==> src/rtl/pa_fdsu_pkg.sv <==
// Shared FDSU definitions: operand class record, special_sel and fflags bit positions.
package pa_fdsu_pkg;

    // Per-operand classification derived from raw IEEE bits
    typedef struct packed {
        logic inf;
        logic zero;
        logic id;
        logic cnan;
        logic snan;
        logic qnan;
        logic norm;
    } op_class_t;

    // out_special_sel layout: {0,qnan_op1,qnan_op0,cnan,lfn,inf,zero,0}
    localparam int unsigned SEL_W        = 8;
    localparam int unsigned SEL_ZERO     = 1;
    localparam int unsigned SEL_INF      = 2;
    localparam int unsigned SEL_LFN      = 3;
    localparam int unsigned SEL_CNAN     = 4;
    localparam int unsigned SEL_QNAN_OP0 = 5;
    localparam int unsigned SEL_QNAN_OP1 = 6;

    // fflags layout: {NV,DZ,OF,UF,NX}
    localparam int unsigned FF_W  = 5;
    localparam int unsigned FF_NX = 0;
    localparam int unsigned FF_UF = 1;
    localparam int unsigned FF_OF = 2;
    localparam int unsigned FF_DZ = 3;
    localparam int unsigned FF_NV = 4;

endpackage

==> src/rtl/pa_fdsu_op_class.sv <==
// Combinational operand classifier: splits raw bits into inf/zero/id/nan/norm classes.
module pa_fdsu_op_class
    import pa_fdsu_pkg::*;
#(
    parameter int unsigned EXP_W = 8,
    parameter int unsigned MAN_W = 23
) (
    input  logic [EXP_W+MAN_W:0] op,
    output op_class_t            cls_c
);

    logic             sign_f;
    logic [EXP_W-1:0] exp_f;
    logic [MAN_W-1:0] man_f;
    logic             exp_ones;
    logic             exp_zero;
    logic             man_zero;
    logic             man_msb;
    logic             man_low_zero;

    assign sign_f       = op[EXP_W+MAN_W];
    assign exp_f        = op[MAN_W +: EXP_W];
    assign man_f        = op[MAN_W-1:0];
    assign exp_ones     = &exp_f;
    assign exp_zero     = ~|exp_f;
    assign man_zero     = ~|man_f;
    assign man_msb      = man_f[MAN_W-1];
    assign man_low_zero = ~|man_f[MAN_W-2:0];

    // Class decode; denormals are treated as normal operands
    always_comb begin
        cls_c      = '0;
        cls_c.inf  = exp_ones & man_zero;
        cls_c.qnan = exp_ones & man_msb;
        cls_c.snan = exp_ones & !man_zero & !man_msb;
        cls_c.zero = exp_zero & man_zero;
        cls_c.id   = exp_zero & !man_zero;
        cls_c.cnan = exp_ones & man_msb & !sign_f & man_low_zero;
        cls_c.norm = !(cls_c.inf | cls_c.zero | cls_c.qnan | cls_c.snan | cls_c.cnan);
    end

endmodule

==> src/rtl/pa_fdsu_special_pipe.sv <==
// Two-stage divide/sqrt special-case resolver with valid/ready handshake.
// Optional sticky fflags accumulator enabled by FDSU_SPECIAL_FFLAGS_ACC_EN.
module pa_fdsu_special_pipe
    import pa_fdsu_pkg::*;
#(
    parameter int unsigned EXP_W = 8,
    parameter int unsigned MAN_W = 23
) (
    input  logic                 forever_cpuclk,
    input  logic                 cpurst_b,
    input  logic                 in_vld,
    output logic                 in_rdy,
    input  logic [EXP_W+MAN_W:0] in_op0,
    input  logic [EXP_W+MAN_W:0] in_op1,
    input  logic                 in_div,
    input  logic                 in_sqrt,
    input  logic                 in_dqnan,
    input  logic                 flush,
    output logic                 out_vld,
    input  logic                 out_rdy,
    output logic [7:0]           out_special_sel,
    output logic [3:0]           out_special_sign,
    output logic [4:0]           out_fflags,
    output logic                 out_srt_skip,
    output logic                 out_op0_id,
    output logic                 out_op1_id,
    output logic                 out_op0_norm,
    output logic                 out_op1_norm,
`ifdef FDSU_SPECIAL_FFLAGS_ACC_EN
    input  logic                 acc_clr,
    output logic [4:0]           acc_fflags,
`endif
    output logic [EXP_W+MAN_W:0] out_result
);

    localparam int unsigned FLEN = 1 + EXP_W + MAN_W;
    localparam int unsigned PAY_W = MAN_W - 1;
    localparam logic [FLEN-1:0] CNAN_VAL = {1'b0, {EXP_W{1'b1}}, 1'b1, {PAY_W{1'b0}}};

    op_class_t cls0_c;
    op_class_t cls1_c;

    pa_fdsu_op_class #(.EXP_W(EXP_W), .MAN_W(MAN_W)) u_cls0 (.op(in_op0), .cls_c(cls0_c));
    pa_fdsu_op_class #(.EXP_W(EXP_W), .MAN_W(MAN_W)) u_cls1 (.op(in_op1), .cls_c(cls1_c));

    // Stage-1 state
    logic             s1_vld;
    op_class_t        s1_cls0;
    op_class_t        s1_cls1;
    logic             s1_div;
    logic             s1_sqrt;
    logic             s1_dqnan;
    logic             s1_sign0;
    logic             s1_sign1;
    logic [PAY_W-1:0] s1_pay0;
    logic [PAY_W-1:0] s1_pay1;

    logic s2_rdy_c;
    logic in_acc_c;
    logic s2_load_c;

    assign s2_rdy_c  = !out_vld | out_rdy;
    assign in_rdy    = !s1_vld | s2_rdy_c;
    assign in_acc_c  = in_vld & in_rdy & !flush;
    assign s2_load_c = s1_vld & s2_rdy_c & !flush;

    // Stage 1: capture operand classes, op and NaN mode
    always_ff @(posedge forever_cpuclk or negedge cpurst_b) begin
        if (!cpurst_b) begin
            s1_vld   <= 1'b0;
            s1_cls0  <= '0;
            s1_cls1  <= '0;
            s1_div   <= 1'b0;
            s1_sqrt  <= 1'b0;
            s1_dqnan <= 1'b0;
            s1_sign0 <= 1'b0;
            s1_sign1 <= 1'b0;
            s1_pay0  <= '0;
            s1_pay1  <= '0;
        end else begin
            if (flush) begin
                s1_vld <= 1'b0;
            end else if (in_rdy) begin
                s1_vld <= in_vld;
            end
            if (in_acc_c) begin
                s1_cls0  <= cls0_c;
                s1_cls1  <= cls1_c;
                s1_div   <= in_div;
                s1_sqrt  <= in_sqrt;
                s1_dqnan <= in_dqnan;
                s1_sign0 <= in_op0[FLEN-1];
                s1_sign1 <= in_op1[FLEN-1];
                s1_pay0  <= in_op0[PAY_W-1:0];
                s1_pay1  <= in_op1[PAY_W-1:0];
            end
        end
    end

    logic             nv_c;
    logic             dz_c;
    logic             res_zero_c;
    logic             res_inf_c;
    logic             res_qnan_c;
    logic             dflt_nan_c;
    logic             sign_c;
    logic [SEL_W-1:0] sel_c;
    logic [FF_W-1:0]  fflags_c;
    logic             skip_c;
    logic [FLEN-1:0]  result_c;

    // Resolve exceptions, special result class, NaN source and final value
    always_comb begin
        nv_c       = 1'b0;
        dz_c       = 1'b0;
        res_zero_c = 1'b0;
        res_inf_c  = 1'b0;
        res_qnan_c = 1'b0;
        dflt_nan_c = 1'b0;
        sign_c     = 1'b0;
        sel_c      = '0;
        fflags_c   = '0;
        skip_c     = 1'b0;
        result_c   = '0;

        nv_c = (s1_div & (s1_cls0.snan | s1_cls1.snan | (s1_cls0.zero & s1_cls1.zero)
                          | (s1_cls0.inf & s1_cls1.inf)))
             | (s1_sqrt & (s1_cls0.snan | (s1_sign0 & (s1_cls0.norm | s1_cls0.inf))));
        dz_c = s1_div & s1_cls1.zero & s1_cls0.norm;

        res_zero_c = (s1_div & ((s1_cls0.zero & s1_cls1.norm)
                               | (!s1_cls0.inf & !s1_cls0.qnan & !s1_cls0.snan & !s1_cls0.cnan
                                  & s1_cls1.inf)))
                   | (s1_sqrt & s1_cls0.zero);
        res_inf_c  = (s1_div & s1_cls0.inf & !s1_cls1.inf & !s1_cls1.qnan & !s1_cls1.snan
                      & !s1_cls1.cnan)
                   | (s1_sqrt & s1_cls0.inf & !s1_sign0)
                   | dz_c;
        res_qnan_c = (s1_div & (s1_cls0.qnan | s1_cls1.qnan)) | (s1_sqrt & s1_cls0.qnan) | nv_c;

        // Invalid operations with no NaN input always produce the default NaN
        dflt_nan_c = (s1_div & ((s1_cls0.zero & s1_cls1.zero) | (s1_cls0.inf & s1_cls1.inf)))
                   | (s1_sqrt & s1_sign0 & (s1_cls0.norm | s1_cls0.inf));

        if (s1_div) begin
            sign_c = s1_sign0 ^ s1_sign1;
        end else if (s1_sqrt) begin
            sign_c = s1_sign0;
        end

        if (res_qnan_c) begin
            if (dflt_nan_c) begin
                sel_c[SEL_CNAN] = 1'b1;
            end else if (s1_dqnan & s1_cls0.snan) begin
                sel_c[SEL_QNAN_OP0] = 1'b1;
            end else if (s1_dqnan & s1_div & s1_cls1.snan) begin
                sel_c[SEL_QNAN_OP1] = 1'b1;
            end else if (s1_dqnan & s1_cls0.qnan) begin
                sel_c[SEL_CNAN]     = s1_cls0.cnan;
                sel_c[SEL_QNAN_OP0] = !s1_cls0.cnan;
            end else if (s1_dqnan & s1_div & s1_cls1.qnan) begin
                sel_c[SEL_CNAN]     = s1_cls1.cnan;
                sel_c[SEL_QNAN_OP1] = !s1_cls1.cnan;
            end else begin
                sel_c[SEL_CNAN] = 1'b1;
            end
        end else if (res_inf_c) begin
            sel_c[SEL_INF] = 1'b1;
        end else if (res_zero_c) begin
            sel_c[SEL_ZERO] = 1'b1;
        end
        sel_c[SEL_LFN] = 1'b0;

        fflags_c[FF_NV] = nv_c;
        fflags_c[FF_DZ] = dz_c;
        fflags_c[FF_OF] = 1'b0;
        fflags_c[FF_UF] = 1'b0;
        fflags_c[FF_NX] = 1'b0;

        skip_c = res_zero_c | res_inf_c | res_qnan_c | sel_c[SEL_LFN];

        if (sel_c[SEL_CNAN]) begin
            result_c = CNAN_VAL;
        end else if (sel_c[SEL_QNAN_OP0]) begin
            result_c = {s1_sign0, {EXP_W{1'b1}}, 1'b1, s1_pay0};
        end else if (sel_c[SEL_QNAN_OP1]) begin
            result_c = {s1_sign1, {EXP_W{1'b1}}, 1'b1, s1_pay1};
        end else if (sel_c[SEL_INF]) begin
            result_c = {sign_c, {EXP_W{1'b1}}, {MAN_W{1'b0}}};
        end else if (sel_c[SEL_ZERO]) begin
            result_c = {sign_c, {(FLEN-1){1'b0}}};
        end
    end

    // Stage 2: registered outputs, held while the consumer stalls
    always_ff @(posedge forever_cpuclk or negedge cpurst_b) begin
        if (!cpurst_b) begin
            out_vld          <= 1'b0;
            out_special_sel  <= '0;
            out_special_sign <= '0;
            out_fflags       <= '0;
            out_srt_skip     <= 1'b0;
            out_op0_id       <= 1'b0;
            out_op1_id       <= 1'b0;
            out_op0_norm     <= 1'b0;
            out_op1_norm     <= 1'b0;
            out_result       <= '0;
        end else begin
            if (flush) begin
                out_vld <= 1'b0;
            end else if (s2_rdy_c) begin
                out_vld <= s1_vld;
            end
            if (s2_load_c) begin
                out_special_sel  <= sel_c;
                out_special_sign <= {sign_c, sign_c, sign_c, 1'b0};
                out_fflags       <= fflags_c;
                out_srt_skip     <= skip_c;
                out_op0_id       <= s1_cls0.id;
                out_op1_id       <= s1_cls1.id;
                out_op0_norm     <= s1_cls0.norm;
                out_op1_norm     <= s1_cls1.norm;
                out_result       <= result_c;
            end
        end
    end

`ifdef FDSU_SPECIAL_FFLAGS_ACC_EN
    logic out_fire_c;

    assign out_fire_c = out_vld & out_rdy;

    // Sticky flag accumulator; a clear coincident with delivery keeps only the new flags
    always_ff @(posedge forever_cpuclk or negedge cpurst_b) begin
        if (!cpurst_b) begin
            acc_fflags <= '0;
        end else if (acc_clr) begin
            acc_fflags <= out_fire_c ? out_fflags : 5'b0;
        end else if (out_fire_c) begin
            acc_fflags <= acc_fflags | out_fflags;
        end
    end
`endif

endmodule

==> config.mk <==
export PLATFORM = sky130hd
export DESIGN_NAME = pa_fdsu_special_pipe
export DESIGN_NICKNAME = d
export VERILOG_FILES = /design/src/rtl/pa_fdsu_pkg.sv /design/src/rtl/pa_fdsu_op_class.sv /design/src/rtl/pa_fdsu_special_pipe.sv
export SDC_FILE = /design/constraint.sdc
export NUM_CORES = 1
export LEC_CHECK = 0
export BUFFER_PORTS_ARGS = -buffer_cell sky130_fd_sc_hd__buf_2
export CAP_MARGIN = 20
export CORE_ASPECT_RATIO = 2
export CORE_MARGIN = 5
export CORE_UTILIZATION = 35
export DETAILED_ROUTE_END_ITERATION = 12
export HOLD_SLACK_MARGIN = 0.06
export PLACE_DENSITY = 0.59
export SETUP_SLACK_MARGIN = 0.05
export SKIP_LAST_GASP = 1
export SLEW_MARGIN = 20
export SYNTH_ARGS = -nofsm -noshare
export SYNTH_HDL_FRONTEND = slang
export SYNTH_SLANG_ARGS = --single-unit
export TNS_END_PERCENT = 1
==> constraint.sdc <==
create_clock -name forever_cpuclk -period 1.8 [get_ports forever_cpuclk]
set_clock_uncertainty 0.2 [all_clocks]
set_input_delay 0.09 -clock forever_cpuclk [delete_from_list [all_inputs] [get_ports forever_cpuclk]]
set_output_delay 0.09 -clock forever_cpuclk [all_outputs]
set_load 0.01 [all_outputs]
==> results list, run 1 <==
- The first global-routing pass estimated 21,310 um of wire.
* TritonCTS clock tree: done
- Root buffer selected by CTS: sky130_fd_sc_hd__clkbuf_16
- Critical path cell sequence: a22o_1, a211oi_4, o2111ai_2, or2_0, a32o_1
* Synth Register Bits: 103
- Total of fill cells in the finished design: 1,212
- The worst setup path is captured at a flip-flop.
- Seq/Total Area, Yosys: 0.5675
* Initial Util: 0.3536
* Warnings, synthesis: 0
- Data required time at the worst endpoint: 1830 ps
- Derived from the worst setup path, the maximum achievable clock frequency is 492.0 MHz.
- Number of different library cells in the post-synthesis netlist: 42
- Area enclosed by the die boundary: 0.01549 mm^2
- Counting flops with a built-in enable in the synthesized netlist gives 0.
- The analysis attributes to net switching a power of 0.001413 W.
- Most used cells in the layout excluding fill and tap cells: 172 x sky130_fd_sc_hd__nand2_1, 119 x sky130_fd_sc_hd__buf_2, 103 x sky130_fd_sc_hd__dfrtp_1
* Crit-path max FO: 4
- 128 I/O pins were placed.
- Entering global routing, the biggest net connects 45 pins.
* Failing checks: negative setup slack
* Estimated wirelength of the detail-placed design: 8666 um
- For this design, the slowest cell found on the critical path is sky130_fd_sc_hd__dfrtp_1.
* Max-capacitance violation count: 0
- The clock reaches the later pin of the worst-skew pair after 340 ps.
- In this run the critical register-to-register path is launched from s1_div.
* Share of cells above drive strength 1: 0.2677
- Antenna diode count: 0
- Internal power: 0.003981 W
* Number of pins exceeding their max-slew limit in the final report: 0
- The final count of hold timing violations came to 0.
* Y dimension of the die: 171.1 um
- After detailed routing, the average wire length per cell comes to 15.29 um.
- In this run the deepest clock path goes through 2 buffers.
* Setup violation total in the final timing report: 33
- Mapped Area: 0.004542 mm^2
* Clock-pin slew on the worst setup and hold paths: 70 ps
* Post-route DRC violation count: 0
* Net total in the final layout: 758
- Counting every instance in the synthesized netlist gives 473.
- Dividing total power by cell area gives a power density of 821.8 mW/mm^2.
* Number of instances in the placed design: 754
- From left edge to right edge, the die measures 90.55 um.
* RSZ-0062 raised after global routing: true
- Max VDD drop: 0.0005824 V
- Total core area: 0.01284 mm^2
* Reported leakage power: 3.447 nW
* Sequential share of power: 0.484
* Data arrival at the endpoint of the critical path: 2060 ps
* Global route overflow: 0
- Async S/R FF share, synth: 1.000
* Via count of the first global-routing pass: 4,325
- Initial antenna violation count: 0
- Of the total power, the share spent switching nets is 0.2620.
- Number of levels the H-tree was split into: 3
- Dividing the final minimum period by the clock period gives 1.129.
* IO Port Bufs: 120
- The largest single stage delay on the critical path is 400 ps.
- Most common cell after layout, fill and taps aside: sky130_fd_sc_hd__nand2_1
- In the post-route analysis, the smallest setup slack over all paths is -232.6 ps.
- Counting every sink on the clock net gives 103.
- After synthesis, the mean cell area works out to 9.602 um^2.
- Area growth, synth to finish: 44.52%
* Non-filler cells in the finished layout: 843
- Of the total power, combinational logic draws 0.147.
* Number of nets with antenna violations after detailed routing: 0
* DR vias: 4,139
- Via density: 4.910
* Primary FF master, synth: sky130_fd_sc_hd__dfrtp_1
- Total Power: 0.005394 W
- Hold Startpoint: flush
* RD Place Congestion: 0.8646
- Violation count after the first detailed-route iteration: 148
- The share of total power dissipated in the clock network is 0.369.
- Row count: 59
* Fin crit period: 2033 ps
* Type of origin of the critical path: flip-flop
- The tightest min-delay check is of the input pin to flip-flop type.
- In this run the worst setup path begins at s1_div.
- Run status: finished with violations
* Wire length after detailed routing: 12,890 um
- Global router's overall resource usage: 0.1694
- DR pass1 iterations: 4
* Post CTS Setup Buffer Count: 0
- Number of buffers inserted during clock tree synthesis: 9
* Critical Setup Path Class: flip-flop to flip-flop
stage by stage:
step           hold slack (ps)  setup TNS, ps    util  instance area (um^2)  setup slack (ps)
2_1_floorplan           -405.6          -1091       -                  4567            -52.85
4_1_cts                  109.4          -5807  0.5106                  6559            -236.3
5_1_grt                  170.3          -8968  0.5110                  6564            -311.6
6_report                 129.0          -5333  0.5110                  6564            -232.6
3_3_place_gp            -162.9          -3215  0.4302                  5525            -130.6
3_5_place_dp            -163.4          -5582  0.4302                  5525            -227.7
registers in the layout (all words and copies together) (netlist names), 2 cells and up:
signal	cells
s1_pay1	22
out_result	25
s1_pay0	22
s1_cls0	7
s1_cls1	7
out_special_sel	5
out_fflags	2
timing repair:
| item | in CTS | in global routing |
|---|---|---|
| gates resized for setup | 0 | 1 |
| hold buffers | 73 | 0 |
| pin swaps | 0 | 0 |
| setup endpoints to repair | 34 | 87 |
| hold endpoints to repair | 168 | 0 |
critical path, delay by kind of cell (launching register included):
family / cells / cell delay (ps)
flip-flops: 1 / 400
AO/OA/AOI/OAI: 4 / 1060
AND/OR/NAND/NOR: 1 / 250
Yosys cell counts, drive strengths merged, types with 2 or more instances:
library cell,n,share of area
dfrtp,103,0.57
nor3b,3,0.0061
o31ai,2,0.0033
and2,22,0.030
a21oi,6,0.0066
o211ai,2,0.0033
a21o,5,0.0083
buf,20,0.033
nand4,5,0.0069
and3,3,0.0041
nor3,7,0.0077
a221o,22,0.048
nor2,21,0.018
or2,2,0.0028
and4,2,0.0039
inv,4,0.0033
nor4,14,0.019
a32o,3,0.0066
nand2,173,0.14
a22o,6,0.012
nand3,8,0.0088
nand3b,3,0.0050
nand2b,3,0.0041
nor2b,2,0.0028
clkbuf,17,0.014
o21ai,4,0.0044
final cells by class:
| type | count | area [um^2] | share of cell area |
|---|---|---|---|
| clock buffers | 9 | 225.2 | 0.03431 |
| repair buffers | 233 | 1709 | 0.2604 |
| clock inverters | 7 | 77.57 | 0.01182 |
| multi-input cells | 335 | 1769 | 0.2695 |
| inverters | 4 | 15.01 | 0.002287 |
| flip-flops and latches | 103 | 2577 | 0.3927 |
| well taps | 152 | 190.2 | 0.02897 |
path summary, 6_finish.rpt:
kind / endpoint / cells past startpoint / slack, ps
max reg2reg: out_result[31] / 5 / -230
min reg2reg: out_op1_id / 2 / 270
min in group asynchronous: out_op0_norm / 3 / 540
max: out_result[31] / 5 / -230
max in group asynchronous: s1_pay1[8] / 4 / 340
min: out_special_sel[6] / 4 / 130
layer usage:
| metal | up-vias | global-route usage | wire [um] | part of all wire |
|---|---|---|---|---|
| met2 | 156 | 0.2707 | 5996 | 0.47 |
| met5 | - | 0 | 0 | 0 |
| met3 | 16 | 0.03960 | 960 | 0.074 |
| met1 | 1954 | 0.2239 | 5658 | 0.44 |
| li1 | 2013 | - | - | - |
| met4 | 0 | 0.06286 | 274 | 0.021 |
kinds of logic after synthesis:
| kind of cell | after synthesis | synth area share |
|---|---|---|
| buf+inv | 41 | 0.05041 |
| other cells | 1 | 0.0008257 |
| mux | 1 | 0.002479 |
| xor+xnor | 1 | 0.001929 |
| flops | 103 | 0.5675 |
| simple gates | 271 | 0.2697 |
| compound gates | 55 | 0.1072 |
power by group through the flow:
| stage | Clock [W] | Combinational [W] | Sequential [W] |
|---|---|---|---|
| after CTS | 0.00204 | 0.000796 | 0.00261 |
| final | 0.00199 | 0.000793 | 0.00261 |
| after floorplan | 0 | 0.000364 | 0.00266 |
| after global placement | 0 | 0.000669 | 0.00265 |
| after global routing | 0.00215 | 0.000890 | 0.00264 |
| after detailed placement | 0 | 0.000674 | 0.00266 |
No activity file was read; power rests on OpenSTA's default activity.
==> run 2, diff against run 1 <==
--- a/config.mk
+++ b/config.mk
@@ -9,10 +9,10 @@
 export CAP_MARGIN = 20
 export CORE_ASPECT_RATIO = 2
 export CORE_MARGIN = 5
-export CORE_UTILIZATION = 35
+export CORE_UTILIZATION = 47
 export DETAILED_ROUTE_END_ITERATION = 12
 export HOLD_SLACK_MARGIN = 0.06
-export PLACE_DENSITY = 0.59
+export PLACE_DENSITY = 0.75
 export SETUP_SLACK_MARGIN = 0.05
 export SKIP_LAST_GASP = 1
 export SLEW_MARGIN = 20
==> run 2 against run 1 <==
  * The run still ends with negative setup slack left
  * First-iteration DRC count increased by 58%
  * Final cell count fell by 3.6%
  * Maximum frequency up 2.3%
  * Sequential cell count is the same
  * Hold slack lost 61 ps
  * Design area rose by 0.71%
  * Wire length rose by 17%
  * Combinational power up 3.2%
  * Sequential power is essentially flat
  * Critical path depth rose by 1
  * Critical endpoint is now out_result[13]
==> results list, run 2 (synthesis gave the netlist of run 1 again) <==
* Reported leakage power: 3.517 nW (+2.0%)
- The setup violation total in the final timing report came to 36 (+9.1%).
- The total power consumption of the routed design came to 0.005372 W (-0.41%).
- The count of buffer and inverter cells on the critical path is 1 (+1).
- Type of origin of the critical path: flip-flop
* Highest clock frequency the design can meet: 503.2 MHz (+2.3%)
* Maximum number of pins on one net before global-route repair: 48 (+6.7%)
- Root buffer selected by CTS: sky130_fd_sc_hd__clkbuf_16
- Largest delay share family, worst path: compound AO/OA/AOI/OAI gates
- Estimated wirelength of the detail-placed design: 10,010 um (+15%)
- Wire per inst: 18.54 um (+21%)
- Setup repair after global routing could not meet its margin everywhere.
* Most used cells in the layout excluding fill and tap cells: 172 x sky130_fd_sc_hd__nand2_1, 119 x sky130_fd_sc_hd__buf_2, 102 x sky130_fd_sc_hd__dfrtp_1
- The initial standard-cell utilization of the core came to 0.4840 (+0.1304).
* Crit path largest cell delay: 430 ps (+30 ps)
- Combinational fraction of design power: 0.152 (+0.005)
- Maximum number of buffers from clock root to sink: 2 (unchanged)
* IO Port Bufs: 120 (unchanged)
* Critical Path Sink Type: flip-flop
- Final design utilization: 0.7044 (+0.1934)
- Post-route DRC violation count: 0 (unchanged)
- For the pin with the worst max-slew slack, the measured transition is 487.1 ps.
- Run status: finished with violations
* Critical path cell sequence: o41ai_4, nand2_1, o2111ai_2, nor2_2, buf_12, a221o_1
- Crit-path max FO: 23 (+19)
* Y dimension of the die: 149.0 um (-13%)
* Area enclosed by the die boundary: 0.01185 mm^2 (-24%)
- Fin crit period: 1987 ps (-45.29 ps)
- The share of the clock period used by the worst path after layout came to 1.104 (-0.02516).
* Share of cells above drive strength 1: 0.2849 (+0.01718)
- The post-placement worst setup slack came to -332.9 ps (-105.2 ps).
- Sequential share of power: 0.488 (+0.004)
* Flip-flop count of the largest register after layout: 25 (unchanged)
- Headroom to the max-slew limit came out at 0.6723.
* Registers with the most flip-flops: out_result x25, s1_pay0 x22, s1_pay1 x22
* Critical Setup Path Class: flip-flop to flip-flop
* Switching power share of the total: 0.2614 (-0.0006405)
- Chip Width: 79.51 um (-12%)
* Total core area: 0.009384 mm^2 (-27%)
- Data required time at the worst endpoint: 1830 ps (about the same)
* Data arrival at the endpoint of the critical path: 2010 ps (-50 ps)
- The final count of hold timing violations is 0 (unchanged).
- Via density: 5.535 (+13%)
- The standard-cell row count came to 50 (-15%).
- Worst-skew pair later-pin latency: 350 ps (about the same)
- Most common cell after layout, fill and taps aside: sky130_fd_sc_hd__nand2_1
- The global-route congestion overflow total is 0 (unchanged).
- The count of antenna-violating nets left after detailed routing was 0 (unchanged).
- The aggregate global-route resource usage came to 0.2626 (+0.09321).
- The via count of the first global-routing pass came to 4,801 (+11%).
* Wire length after detailed routing: 15,070 um (+17%)
- DR pass1 iterations: 4 (unchanged)
- Worst Hold Class: input pin to flip-flop
* Number of pins exceeding their max-slew limit in the final report: 0 (unchanged)
* DR vias: 4,500 (+8.7%)
- The final critical-path setup slack was -187.3 ps (+45.29 ps).
* Internal power: 0.003968 W (-0.32%)
- Number of levels the H-tree was split into: 3 (unchanged)
* Max-capacitance violation count: 0 (unchanged)
- The number of antenna diodes is 0 (unchanged).
* Power dissipated by switching net loads: 0.001404 W (-0.65%)
- Number of buffers inserted during clock tree synthesis: 9 (unchanged)
- Counting flops per register, the top entry is out_result.
- The initial antenna violation count is 0 (unchanged).
* RD Place Congestion: 0.9300 (+7.6%)
- The number of nets in the layout was 776 (+2.4%).
- TritonCTS built the clock tree.
- Total of fill cells in the finished design: 703 (-42%)
- Failing checks: negative setup slack
* Max VDD drop: 0.0006757 V (+16%)
* CP max-delay cell: sky130_fd_sc_hd__dfrtp_1
* Clock-pin slew on the worst setup and hold paths: 70 ps (about the same)
- The total power density per cell area came to 812.7 mW/mm^2 (-1.1%).
- The global-route wire length before repair came to 23,710 um (+11%).
- The number of clock sinks was 103 (unchanged).
- From synthesis to final layout, the design area changed by 45.54%.
* Count of pins on the block boundary: 128 (unchanged)
* Proportion of power drawn by the clock network: 0.360 (-0.009)
* Violation count after the first detailed-route iteration: 234 (+58%)
## run 2: cell types whose count changed in the layout (fill, tap and decap cells not counted), moves of 2 or more
cell                       before  now
sky130_fd_sc_hd__buf_12         6    4
sky130_fd_sc_hd__buf_4         35   55
sky130_fd_sc_hd__clkbuf_1       0    2
sky130_fd_sc_hd__inv_6          4    0
## run 2: cell type report
type                            instances  area [um^2]  share of cell area
Sequential cell                       103         2579              0.3901
Timing Repair Buffer                  251         1819              0.2752
Inverter                                4        15.01            0.002271
Clock inverter                          5        58.81            0.008896
Clock buffer                           11        232.7             0.03521
Multi-Input combinational cell        335         1775              0.2686
Tap cell                              104        130.1             0.01969
## run 2: metrics by stage
step                cell area, um^2  setup TNS [ps]  instances  hold slack (ps)
floorplan                      4567           -1091        479           -405.6
global placement               5553           -5036        721           -135.9
detailed placement             5553           -5928        721           -125.2
CTS                            6590           -4534        812            68.85
global route                   6610           -9487        813            97.91
finish                         6610           -4743        813            67.96
## run 2: power by group through the flow
stage	sequential (W)	combinational (W)	clock (W)
after floorplan	0.00266	0.000364	0
after global placement	0.00265	0.000667	0
after detailed placement	0.00266	0.000680	0
after CTS	0.00262	0.000809	0.00196
after global routing	0.00264	0.000898	0.00205
final	0.00262	0.000818	0.00193
## run 2: worst reg2reg max path, stage by stage, from the launching register on
cell and delay, ps:
sky130_fd_sc_hd__dfrtp_1 430, sky130_fd_sc_hd__o41ai_4 390, sky130_fd_sc_hd__nand2_1 150, sky130_fd_sc_hd__o2111ai_2 140, sky130_fd_sc_hd__nor2_2 80, sky130_fd_sc_hd__buf_12 160, sky130_fd_sc_hd__a221o_1 320
## run 2: metal layers
| metal | vias to the layer above | track usage | routed length [um] |
|---|---|---|---|
| met1 | 2163 | 0.2871 | 5215 |
| met4 | 0 | 0.1910 | 1068 |
| met3 | 68 | 0.04534 | 827 |
| li1 | 2051 | - | - |
| met5 | - | 0 | 0 |
| met2 | 218 | 0.4464 | 7960 |
## run 2: final timing paths
| check | from | cells after the start | slack, ps | endpoint |
|---|---|---|---|---|
| worst min-delay path | in_op0[12] | 5 | 70 | s1_cls0[3] |
| min in group asynchronous | cpurst_b | 3 | 580 | out_special_sign[1] |
| worst min register to register | out_op0_id | 2 | 280 | out_op0_id |
| worst max-delay path | s1_cls0[2] | 6 | -190 | out_result[13] |
| worst max register to register | s1_cls0[2] | 6 | -190 | out_result[13] |
| max in group asynchronous | cpurst_b | 4 | 200 | s1_cls1[1] |
## run 2: what timing repair did
| action | in CTS | in global routing |
|---|---|---|
| endpoints found under the hold margin | 168 | 0 |
| pin swaps | 2 | 2 |
| setup endpoints to repair | 37 | 91 |
| gates resized for setup | 0 | 2 |
| buffers inserted | 2 | 1 |
| hold buffers | 73 | 0 |
| gates cloned | 0 | 0 |
